<file path="config.mk">
export PLATFORM = sky130hd
export DESIGN_NAME = uart_rx_param_flat
export DESIGN_NICKNAME = d
export VERILOG_FILES = /design/src/rtl/uart_rx_param_if.sv /design/src/rtl/uart_rx_param.sv /design/src/flat_wrapper.sv
export SDC_FILE = /design/constraint.sdc
export NUM_CORES = 1
export LEC_CHECK = 0
export CORE_ASPECT_RATIO = 0.9
export CORE_UTILIZATION = 50
export DETAILED_ROUTE_END_ITERATION = 16
export PLACE_DENSITY_LB_ADDON = 0.25
export SYNTH_ARGS = -nofsm -noshare
export SYNTH_HDL_FRONTEND = slang
export SYNTH_SLANG_ARGS = --single-unit
</file>
<file path="constraint.sdc">
create_clock -name clk -period 2.45 [get_ports clk]
set_clock_uncertainty 0.1 [all_clocks]
set_input_delay 0.3675 -clock clk [delete_from_list [all_inputs] [get_ports clk]]
set_output_delay 0.3675 -clock clk [all_outputs]
set_load 0.01 [all_outputs]
</file>
<file path="src/rtl/uart_rx_param_if.sv">
// Output stream of the parametrised UART receiver: received word, its error
// flags and the valid/ready handshake towards the consumer.
interface uart_rx_param_if #(
  parameter int DATA_BITS = 8
);
  logic [DATA_BITS-1:0] data_out;
  logic                 data_valid;
  logic                 data_ready;
  logic                 parity_err;
  logic                 frame_err;

  modport master (
    output data_out,
    output data_valid,
    output parity_err,
    output frame_err,
    input  data_ready
  );

  modport slave (
    input  data_out,
    input  data_valid,
    input  parity_err,
    input  frame_err,
    output data_ready
  );
endinterface

</file>
<file path="src/rtl/uart_rx_param.sv">
// Parametrised UART receiver: 5-9 data bits, none/odd/even parity, 1/2 stop
// bits, oversampled line with 3-sample majority vote per bit, start-glitch
// rejection, parity/framing/overrun reporting and a valid/ready output.
module uart_rx_param #(
  parameter int CLOCK_FREQ = 12_000_000,
  parameter int BAUD_RATE  = 9600,
  parameter int OVERSAMPLE = 16,
  parameter int DATA_BITS  = 8,
  parameter int PARITY     = 0,
  parameter int STOP_BITS  = 1
) (
  input  logic           clk,
  input  logic           reset_n,
  input  logic           rx,
  uart_rx_param_if.master out_if,
  output logic           overrun,
  output logic           busy
);

  localparam int TICK_DIV = CLOCK_FREQ / (BAUD_RATE * OVERSAMPLE);
  localparam int TICK_W   = (TICK_DIV > 1) ? $clog2(TICK_DIV) : 1;
  localparam int SAMP_W   = $clog2(OVERSAMPLE);
  localparam int BIT_W    = $clog2(DATA_BITS + 1);

  localparam logic [TICK_W-1:0] TICK_LAST = TICK_W'(TICK_DIV - 1);
  localparam logic [SAMP_W-1:0] SAMP_LAST = SAMP_W'(OVERSAMPLE - 1);
  localparam logic [SAMP_W-1:0] SAMP_A    = SAMP_W'(OVERSAMPLE / 2 - 1);
  localparam logic [SAMP_W-1:0] SAMP_B    = SAMP_W'(OVERSAMPLE / 2);
  localparam logic [SAMP_W-1:0] SAMP_C    = SAMP_W'(OVERSAMPLE / 2 + 1);
  localparam logic [BIT_W-1:0]  DATA_LAST = BIT_W'(DATA_BITS - 1);
  localparam logic [BIT_W-1:0]  STOP_LAST = BIT_W'(STOP_BITS - 1);

  typedef enum logic [2:0] {
    S_IDLE,
    S_START,
    S_DATA,
    S_PARITY,
    S_STOP,
    S_BREAK
  } state_t;

  // Two-out-of-three vote over the mid-bit samples.
  function automatic logic maj3(input logic [2:0] s);
    return (s[0] & s[1]) | (s[0] & s[2]) | (s[1] & s[2]);
  endfunction

  // x is the XOR of all data bits and the received parity bit.
  function automatic logic parity_error(input logic x);
    if (PARITY == 1) return ~x;
    else if (PARITY == 2) return x;
    else return 1'b0;
  endfunction

  logic                 rx_meta;
  logic                 rx_s;
  logic [TICK_W-1:0]    tick_cnt;
  logic [SAMP_W-1:0]    samp_idx;
  logic [2:0]           smp;
  logic                 tick;
  logic                 bit_end;
  logic                 vote;
  logic                 start_det;
  state_t               state;
  logic [BIT_W-1:0]     bit_cnt;
  logic [DATA_BITS-1:0] shreg;
  logic                 par_acc;
  logic                 ferr_acc;
  logic                 commit;

  assign tick      = (tick_cnt == TICK_LAST);
  assign bit_end   = tick && (samp_idx == SAMP_LAST);
  assign vote      = maj3(smp);
  assign start_det = (state == S_IDLE) && !rx_s;
  assign busy      = (state != S_IDLE);

  // Bring the asynchronous line into the clock domain; idle level is high.
  always_ff @(posedge clk or negedge reset_n) begin
    if (!reset_n) begin
      rx_meta <= 1'b1;
      rx_s    <= 1'b1;
    end else begin
      rx_meta <= rx;
      rx_s    <= rx_meta;
    end
  end

  // Free-running tick divider and per-bit sample index, realigned on a start edge.
  always_ff @(posedge clk or negedge reset_n) begin
    if (!reset_n) begin
      tick_cnt <= '0;
      samp_idx <= '0;
    end else if (start_det) begin
      tick_cnt <= '0;
      samp_idx <= '0;
    end else if (tick) begin
      tick_cnt <= '0;
      samp_idx <= (samp_idx == SAMP_LAST) ? '0 : samp_idx + SAMP_W'(1);
    end else begin
      tick_cnt <= tick_cnt + TICK_W'(1);
    end
  end

  // Capture the three samples around the bit centre for the vote at bit end.
  always_ff @(posedge clk or negedge reset_n) begin
    if (!reset_n) begin
      smp <= 3'b111;
    end else if (tick) begin
      if (samp_idx == SAMP_A) smp[0] <= rx_s;
      if (samp_idx == SAMP_B) smp[1] <= rx_s;
      if (samp_idx == SAMP_C) smp[2] <= rx_s;
    end
  end

  // Data bits arrive LSB first, so shift in from the top.
  always_ff @(posedge clk) begin
    if (state == S_DATA && bit_end) shreg <= {vote, shreg[DATA_BITS-1:1]};
  end

  // Frame sequencer; commit is raised for the cycle after the last stop-bit vote.
  always_ff @(posedge clk or negedge reset_n) begin
    if (!reset_n) begin
      state    <= S_IDLE;
      bit_cnt  <= '0;
      par_acc  <= 1'b0;
      ferr_acc <= 1'b0;
      commit   <= 1'b0;
    end else begin
      commit <= 1'b0;
      case (state)
        S_IDLE: begin
          if (!rx_s) state <= S_START;
        end
        S_START: begin
          if (bit_end) begin
            if (vote) begin
              state <= S_IDLE;
            end else begin
              state    <= S_DATA;
              bit_cnt  <= '0;
              par_acc  <= 1'b0;
              ferr_acc <= 1'b0;
            end
          end
        end
        S_DATA: begin
          if (bit_end) begin
            par_acc <= par_acc ^ vote;
            if (bit_cnt == DATA_LAST) begin
              bit_cnt <= '0;
              state   <= (PARITY != 0) ? S_PARITY : S_STOP;
            end else begin
              bit_cnt <= bit_cnt + BIT_W'(1);
            end
          end
        end
        S_PARITY: begin
          if (bit_end) begin
            par_acc <= par_acc ^ vote;
            state   <= S_STOP;
          end
        end
        S_STOP: begin
          if (bit_end) begin
            ferr_acc <= ferr_acc | ~vote;
            if (bit_cnt == STOP_LAST) begin
              bit_cnt <= '0;
              commit  <= 1'b1;
              state   <= (ferr_acc || !vote) ? S_BREAK : S_IDLE;
            end else begin
              bit_cnt <= bit_cnt + BIT_W'(1);
            end
          end
        end
        S_BREAK: begin
          if (rx_s) state <= S_IDLE;
        end
        default: state <= S_IDLE;
      endcase
    end
  end

  // Output holding register: load on commit when free or being drained, else flag overrun.
  always_ff @(posedge clk or negedge reset_n) begin
    if (!reset_n) begin
      out_if.data_out   <= '0;
      out_if.data_valid <= 1'b0;
      out_if.parity_err <= 1'b0;
      out_if.frame_err  <= 1'b0;
      overrun           <= 1'b0;
    end else begin
      overrun <= 1'b0;
      if (commit) begin
        if (!out_if.data_valid || out_if.data_ready) begin
          out_if.data_out   <= shreg;
          out_if.data_valid <= 1'b1;
          out_if.parity_err <= parity_error(par_acc);
          out_if.frame_err  <= ferr_acc;
        end else begin
          overrun <= 1'b1;
        end
      end else if (out_if.data_valid && out_if.data_ready) begin
        out_if.data_valid <= 1'b0;
      end
    end
  end

endmodule

</file>
<file path="src/flat_wrapper.sv">
// flat-port wrapper written by rule: the top's interface ports become plain ports
module uart_rx_param_flat 
#(
  parameter int CLOCK_FREQ = 12_000_000,
  parameter int BAUD_RATE  = 9600,
  parameter int OVERSAMPLE = 16,
  parameter int DATA_BITS  = 8,
  parameter int PARITY     = 0,
  parameter int STOP_BITS  = 1
)
  (clk, reset_n, rx, overrun, busy, out_if_data_out, out_if_data_valid, out_if_parity_err, out_if_frame_err, out_if_data_ready);
  uart_rx_param_if #(.DATA_BITS(DATA_BITS)) out_if_i ();
  input  logic clk;
  input  logic reset_n;
  input  logic rx;
  output logic overrun;
  output logic busy;
  output wire logic [$bits(out_if_i.data_out)-1:0] out_if_data_out;
  output wire logic [$bits(out_if_i.data_valid)-1:0] out_if_data_valid;
  output wire logic [$bits(out_if_i.parity_err)-1:0] out_if_parity_err;
  output wire logic [$bits(out_if_i.frame_err)-1:0] out_if_frame_err;
  input wire logic [$bits(out_if_i.data_ready)-1:0] out_if_data_ready;
  assign out_if_data_out = out_if_i.data_out;
  assign out_if_data_valid = out_if_i.data_valid;
  assign out_if_parity_err = out_if_i.parity_err;
  assign out_if_frame_err = out_if_i.frame_err;
  assign out_if_i.data_ready = out_if_data_ready;
  uart_rx_param #(.CLOCK_FREQ(CLOCK_FREQ), .BAUD_RATE(BAUD_RATE), .OVERSAMPLE(OVERSAMPLE), .DATA_BITS(DATA_BITS), .PARITY(PARITY), .STOP_BITS(STOP_BITS)) u_core (.clk(clk), .reset_n(reset_n), .rx(rx), .out_if(out_if_i), .overrun(overrun), .busy(busy));
endmodule
</file>
==> key figures, run 1 <==
GRT
  • Largest net degree at the start of global routing: 37
  • Total gr overflow: 0
  • Initial antenna violation count: 0
  • First-pass GRT wire length: 5870 um
  • Vias in the first global route: 1,302
  • Total Routing Usage GR: 17.4%

Layout
  • Share of cells above drive strength 1: 18.4%
  • Post-layout util: 62.2%
  • Sequential cell area: 1150 um2
  • Ant diodes: 0
  • Multi-input logic area: 833 um2
  • # fillers: 303
  • Most frequent cells in the layout: dfrtp_1 (31), clkdlybuf4s50_1 (15), nor2_1 (14)
  • Area Growth Syn to Fin: 16.0%
  • Commonest non-fill, non-tap cell in the layout: dfrtp_1
  • Nets: 206

CTS
  • # H-tree levels: 2
  • Worst-Skew Late Latency: 0.29 ns
  • Post-CTS resize count: 0
  • Root Buffer: clkbuf_8
  • TritonCTS buffer count: 5
  • CTS Sinks: 44
  • CTS tree: built
  • Clock transition at path regs: 0.08 ns
  • Setup bufs post-CTS: 0
  • Hold_buf cts: 0
  • Clock buffer depth: 2

Hold path
  • Min-Delay Path Class: reg -> reg

Yosys
  • Netlist area before placement: 2040 um2
  • Yosys reg bits: 44
  • Avg Inst Size Synth: 11.7 um2
  • Post-synth top area share: 38.0%
  • Synthesized Nets: 186
  • Warnings from Yosys: 0
  • Area leader, netlist: dfrtp_1
  • Seq/Total Area, Yosys: 56.2%
  • Post-synth EDFFs: 8
  • Cells after synthesis: 175
  • Post-synth top flop: dfrtp_1
  • Async SR Flop Fraction: 81.8%
  • Netlist cell types: 42
  • Synth area leaders: dfrtp_1 (38%), edfxtp_1 (12%), mux2_2 (7.2%), dfstp_2 (6.4%), ha_1 (4.3%)

Die
  • Std-Cell Rows: 21
  • Chip width: 69.4 um
  • Die height: 62.6 um
  • Die area: 4350 um2
  • Core Region: 3810 um2
  • Starting Density: 53.6%
  • Ports: 17

Outcome
  • Status: complete, no violations

Setup path
  • CP arrival: 1.71 ns
  • Crit path max fanout: 15
  • Reg2reg end: u_core.shreg[2]$_DFFE_PP_
  • Slowest stage delay, CP: 0.53 ns
  • CP Class: reg -> out
  • Setup slack, reg-to-reg: 0.39 ns
  • R2R cell count: 6
  • Critical path endpoint: busy
  • Slowest stage cell, crit path: dfrtp_1
  • CP Launch Point: u_core.state[0]$_DFFE_PN0P_
  • Critical path startpoint category: flip-flop
  • R2R Path Start: u_core.samp_idx[0]$_DFFE_PN0P_
  • Req. time, crit path: 1.98 ns
  • Worst-path cell chain: or3_1 -> clkdlybuf4s50_1
  • Critical path capture point type: output port

Routing
  • Wire length per cell: 13.6 um
  • 1st-iter DRT viols: 96
  • Via density: 5.61
  • Routed Antenna Nets: 0
  • Pre-antenna DRT Iters: 4
  • Post-Route WL: 3300 um
  • Residual DRC: 0
  • Via count: 1,358

Pwr
  • Worst IR Drop VDD: 0.000432 V
  • Static Leak: 0.973 nW
  • Pwr Density: 561 nW/um2

Timing
  • Final slew viol count: 0
  • Tmin final: 2.18 ns
  • Setup tns final: 0 ns
  • RSZ-0062 raised after global routing: false
  • Fmax: 0.459 GHz
  • Hold Fails Final Rpt: 0
  • Final setup viols: 0
  • Tcrit/Tclk final: 89.0%

Placed design
  • GPL Wtd Cong: 0.903
  • DP HPWL: 2360 um
  • Port Buffers: 15

Flow run
  • Max cap viols: 0
[cell families (layout without fill, tap and decap cells)]
| family | Yosys count | count (layout) | share of synthesized area [%] |
|---|---|---|---|
| compound gates | 23 | 23 | 7.72 |
| buf+inv | 14 | 35 | 3.06 |
| simple gates | 64 | 64 | 17.4 |
| mux | 15 | 15 | 8.14 |
| xor+xnor | 6 | 6 | 2.57 |
| other cells | 1 | 1 | 0.184 |
| flops | 44 | 44 | 56.2 |
| fa+ha+maj | 8 | 8 | 4.78 |
[power by group]
part | total [W] | switching, W | internal [W]
registers | 0.000747 | 0.00000179 | 0.000745
clock network | 0.000566 | 0.000233 | 0.000333
logic | 0.0000173 | 0.0000119 | 0.00000546
total | 0.00133 | 0.000247 | 0.00108
[sequential cells by signal, summed over array words and instances, names as in the netlist]
signal	cells
u_core.out_if.frame_err	1
u_core.overrun	1
u_core.ferr_acc	1
u_core.out_if.data_valid	1
u_core.out_if.data_out	8
u_core.bit_cnt	4
u_core.state	3
u_core.shreg	8
u_core.rx_s	1
u_core.smp	3
u_core.tick_cnt	7
u_core.samp_idx	4
u_core.rx_meta	1
u_core.commit	1
[how the worst min path moves through the flow]
stage                             startpoint                             to  cells after the start
floorplan                            reset_n  u_core.bit_cnt[0]$_DFFE_PN0P_                      0
global placement    u_core.rx_meta$_DFF_PN1_          u_core.rx_s$_DFF_PN1_                      0
detailed placement  u_core.rx_meta$_DFF_PN1_          u_core.rx_s$_DFF_PN1_                      0
CTS                 u_core.rx_meta$_DFF_PN1_          u_core.rx_s$_DFF_PN1_                      0
global route        u_core.rx_meta$_DFF_PN1_          u_core.rx_s$_DFF_PN1_                      0
finish              u_core.rx_meta$_DFF_PN1_          u_core.rx_s$_DFF_PN1_                      0
[cell usage after synthesis, types with 2 or more instances]
library cell,number
dfrtp_1,31
nor2_1,14
mux2_2,13
nand2_1,12
edfxtp_1,8
inv_1,8
a21oi_1,7
ha_1,7
nand2b_1,7
buf_2,5
dfstp_2,5
nand3_1,5
xor2_1,5
a31oi_1,4
nor3_1,4
o21ai_0,4
and2_1,3
and3_1,3
nor3b_1,3
mux2i_1,2
nand4_1,2
nand4b_1,2
or3_1,2
[routing by layer]
metal  wire, um  global-route usage [%]  vias up
met1       1590                    23.3      672
met2       1520                    26.6       25
met4         42                    6.89        0
li1           -                       -      656
met3        138                    5.16        5
met5          0                       0        -
[layout make-up]
cell class	count	share of cell area (%)
clock buffers	6	3.48
clock inverters	2	1.64
inverters	8	1.27
multi-input cells	117	35.2
flip-flops and latches	44	48.4
well taps	46	2.43
repair buffers	19	7.60
[metrics by stage]
| step | instances | cell area [um2] | hold WS [ns] | power [W] | setup WS (ns) |
|---|---|---|---|---|---|
| 2_1_floorplan | 175 | 2040 | -0.0281 | 0.000763 | 0.195 |
| 3_3_place_gp | 234 | 2250 | 0.247 | 0.000779 | 0.466 |
| 3_5_place_dp | 234 | 2250 | 0.248 | 0.000780 | 0.423 |
| 4_1_cts | 242 | 2370 | 0.262 | 0.00135 | 0.254 |
| 5_1_grt | 242 | 2370 | 0.267 | 0.00139 | 0.206 |
| 6_report | 242 | 2370 | 0.260 | 0.00133 | 0.270 |
[worst max-delay path: cells and delay by family (launching register included)]
| family | cells | cell delay [ns] |
|---|---|---|
| buffers and inverters | 1 | 0.48 |
| DFF | 1 | 0.53 |
| and+or+nand+nor | 1 | 0.41 |
Power figures use the tool's default switching activity.
==> run 2: changes to the inputs <==
--- a/config.mk
+++ b/config.mk
@@ -7,6 +7,7 @@
 export LEC_CHECK = 0
 export CORE_ASPECT_RATIO = 0.9
 export CORE_UTILIZATION = 50
+export CTS_CLUSTER_DIAMETER = 60
 export DETAILED_ROUTE_END_ITERATION = 16
 export PLACE_DENSITY_LB_ADDON = 0.25
 export SYNTH_ARGS = -nofsm -noshare
==> constraint.sdc (replaced) <==
create_clock -name clk -period 2.6 [get_ports clk]
set_clock_uncertainty 0.1 [all_clocks]
set_input_delay 0.39 -clock clk [delete_from_list [all_inputs] [get_ports clk]]
set_output_delay 0.39 -clock clk [all_outputs]
set_load 0.01 [all_outputs]
==> run 2 against run 1 <==
Net effect: hold slack better by 0.0052 ns; register-to-register slack better by 0.17 ns; clock power down 7.1%; power fell by 6.3%; non-clock buffer count unchanged; critical path type unchanged; critical endpoint unchanged; largest power group unchanged; highest routed layer unchanged.
==> key figures, run 2 (synthesis results as in run 1) <==
Outcome
  • Status: complete, no violations

Routing
  • 1st-iter DRT viols: 104
  • Wire length per cell: 13.6 um
  • Pre-antenna DRT Iters: 4
  • Via count: 1,345
  • Residual DRC: 0
  • Post-Route WL: 3280 um
  • Via density: 5.56
  • Routed Antenna Nets: 0

Layout
  • Nets: 206
  • Final instance area: 2360 um2
  • Ant diodes: 0
  • Most frequent cells in the layout: dfrtp_1 (31), clkdlybuf4s50_1 (15), nor2_1 (14)
  • Share of cells above drive strength 1: 18.4%
  • Area Growth Syn to Fin: 15.7%
  • # fillers: 304
  • Commonest non-fill, non-tap cell in the layout: dfrtp_1
  • Regs by FF count: u_core.out_if.data_out (8), u_core.shreg (8), u_core.tick_cnt (7)

CTS
  • Post-CTS resize count: 0
  • Clock buffer depth: 2
  • Root Buffer: clkbuf_8
  • TritonCTS buffer count: 5
  • Worst-Skew Late Latency: 0.30 ns
  • CTS tree: built
  • # H-tree levels: 2
  • Setup bufs post-CTS: 0
  • Clock transition at path regs: 0.08 ns
  • CTS Sinks: 44
  • Hold_buf cts: 0

GRT
  • Initial antenna violation count: 0
  • First-pass GRT wire length: 5900 um
  • Vias in the first global route: 1,315
  • Total Routing Usage GR: 17.5%
  • Total gr overflow: 0
  • Largest net degree at the start of global routing: 37

Placed design
  • DP HPWL: 2320 um
  • GPL Wtd Cong: 0.903
  • Port Buffers: 15
  • Dpl cell area: 2250 um2
  • Place WS: 0.573 ns

Pwr
  • Power Total: 0.00125 W
  • Worst IR Drop VDD: 0.000396 V
  • Pwr Density: 527 nW/um2
  • Static Leak: 0.969 nW

Flow run
  • Max cap viols: 0

Die
  • Chip width: 69.4 um
  • Starting Density: 53.6%
  • Std-Cell Rows: 21
  • Ports: 17
  • Die area: 4350 um2
  • Die height: 62.6 um
  • Core Region: 3810 um2

Timing
  • Final slew viol count: 0
  • Hold Fails Final Rpt: 0
  • Fmax: 0.449 GHz
  • Tcrit/Tclk final: 85.6%
  • Final WS setup: 0.374 ns
  • Final setup viols: 0
  • Tmin final: 2.23 ns
  • RSZ-0062 raised after global routing: false
  • Setup tns final: 0 ns

Setup path
  • CP Class: reg -> out
  • Setup slack, reg-to-reg: 0.56 ns
  • Req. time, crit path: 2.11 ns
  • Critical path startpoint category: flip-flop
  • CP arrival: 1.74 ns
  • Critical path capture point type: output port
  • Crit path max fanout: 15

Hold path
  • Min-Delay Path Class: reg -> reg
[run 2: layer usage]
metal	up-vias	track usage (%)	part of all wire [%]
li1	657	-	-
met1	645	23.4	48
met2	38	26.3	45
met3	5	5.32	5.4
met4	0	7.91	1.6
met5	-	0	0
[run 2: worst max-delay path, cell delays in order, from the launching register on]
cell             delay [ns]
dfrtp_1                0.53
or3_1                  0.43
clkdlybuf4s50_1        0.49
[run 2: cell type report]
class                           instances  area, um2  area share [%]
Clock buffer                            5       68.8            2.91
Clock inverter                          3       47.5            2.01
Inverter                                8       30.0            1.27
Multi-Input combinational cell        117        833            35.2
Sequential cell                        44       1150            48.5
Tap cell                               46       57.6            2.43
Timing Repair Buffer                   19        180            7.62
[run 2: report_power, final]
part	leakage, nW	switching, W	internal (W)
clock	0.0583	0.000237	0.000289
combinational	0.395	0.0000113	0.00000515
sequential	0.516	0.00000171	0.000702
[run 2: stage by stage]
step                cells  hold WS (ns)  util, %
finish                242         0.265     62.1
global route          242         0.271     62.1
CTS                   242         0.266     62.1
detailed placement    234         0.248     59.0
global placement      234         0.247     59.0
floorplan             175      -0.00559        -
[run 2: final timing paths]
kind / startpoint / endpoint / depth (start not counted)
worst max-delay path: u_core.state[0]$_DFFE_PN0P_ / busy / 2
min in group asynchronous: reset_n / u_core.out_if.data_out[3]$_DFFE_PN0P_ / 2
worst max register to register: u_core.samp_idx[0]$_DFFE_PN0P_ / u_core.bit_cnt[1]$_DFFE_PN0P_ / 5
worst min-delay path: u_core.rx_meta$_DFF_PN1_ / u_core.rx_s$_DFF_PN1_ / 0
max in group asynchronous: reset_n / u_core.rx_meta$_DFF_PN1_ / 2
worst min register to register: u_core.rx_meta$_DFF_PN1_ / u_core.rx_s$_DFF_PN1_ / 0
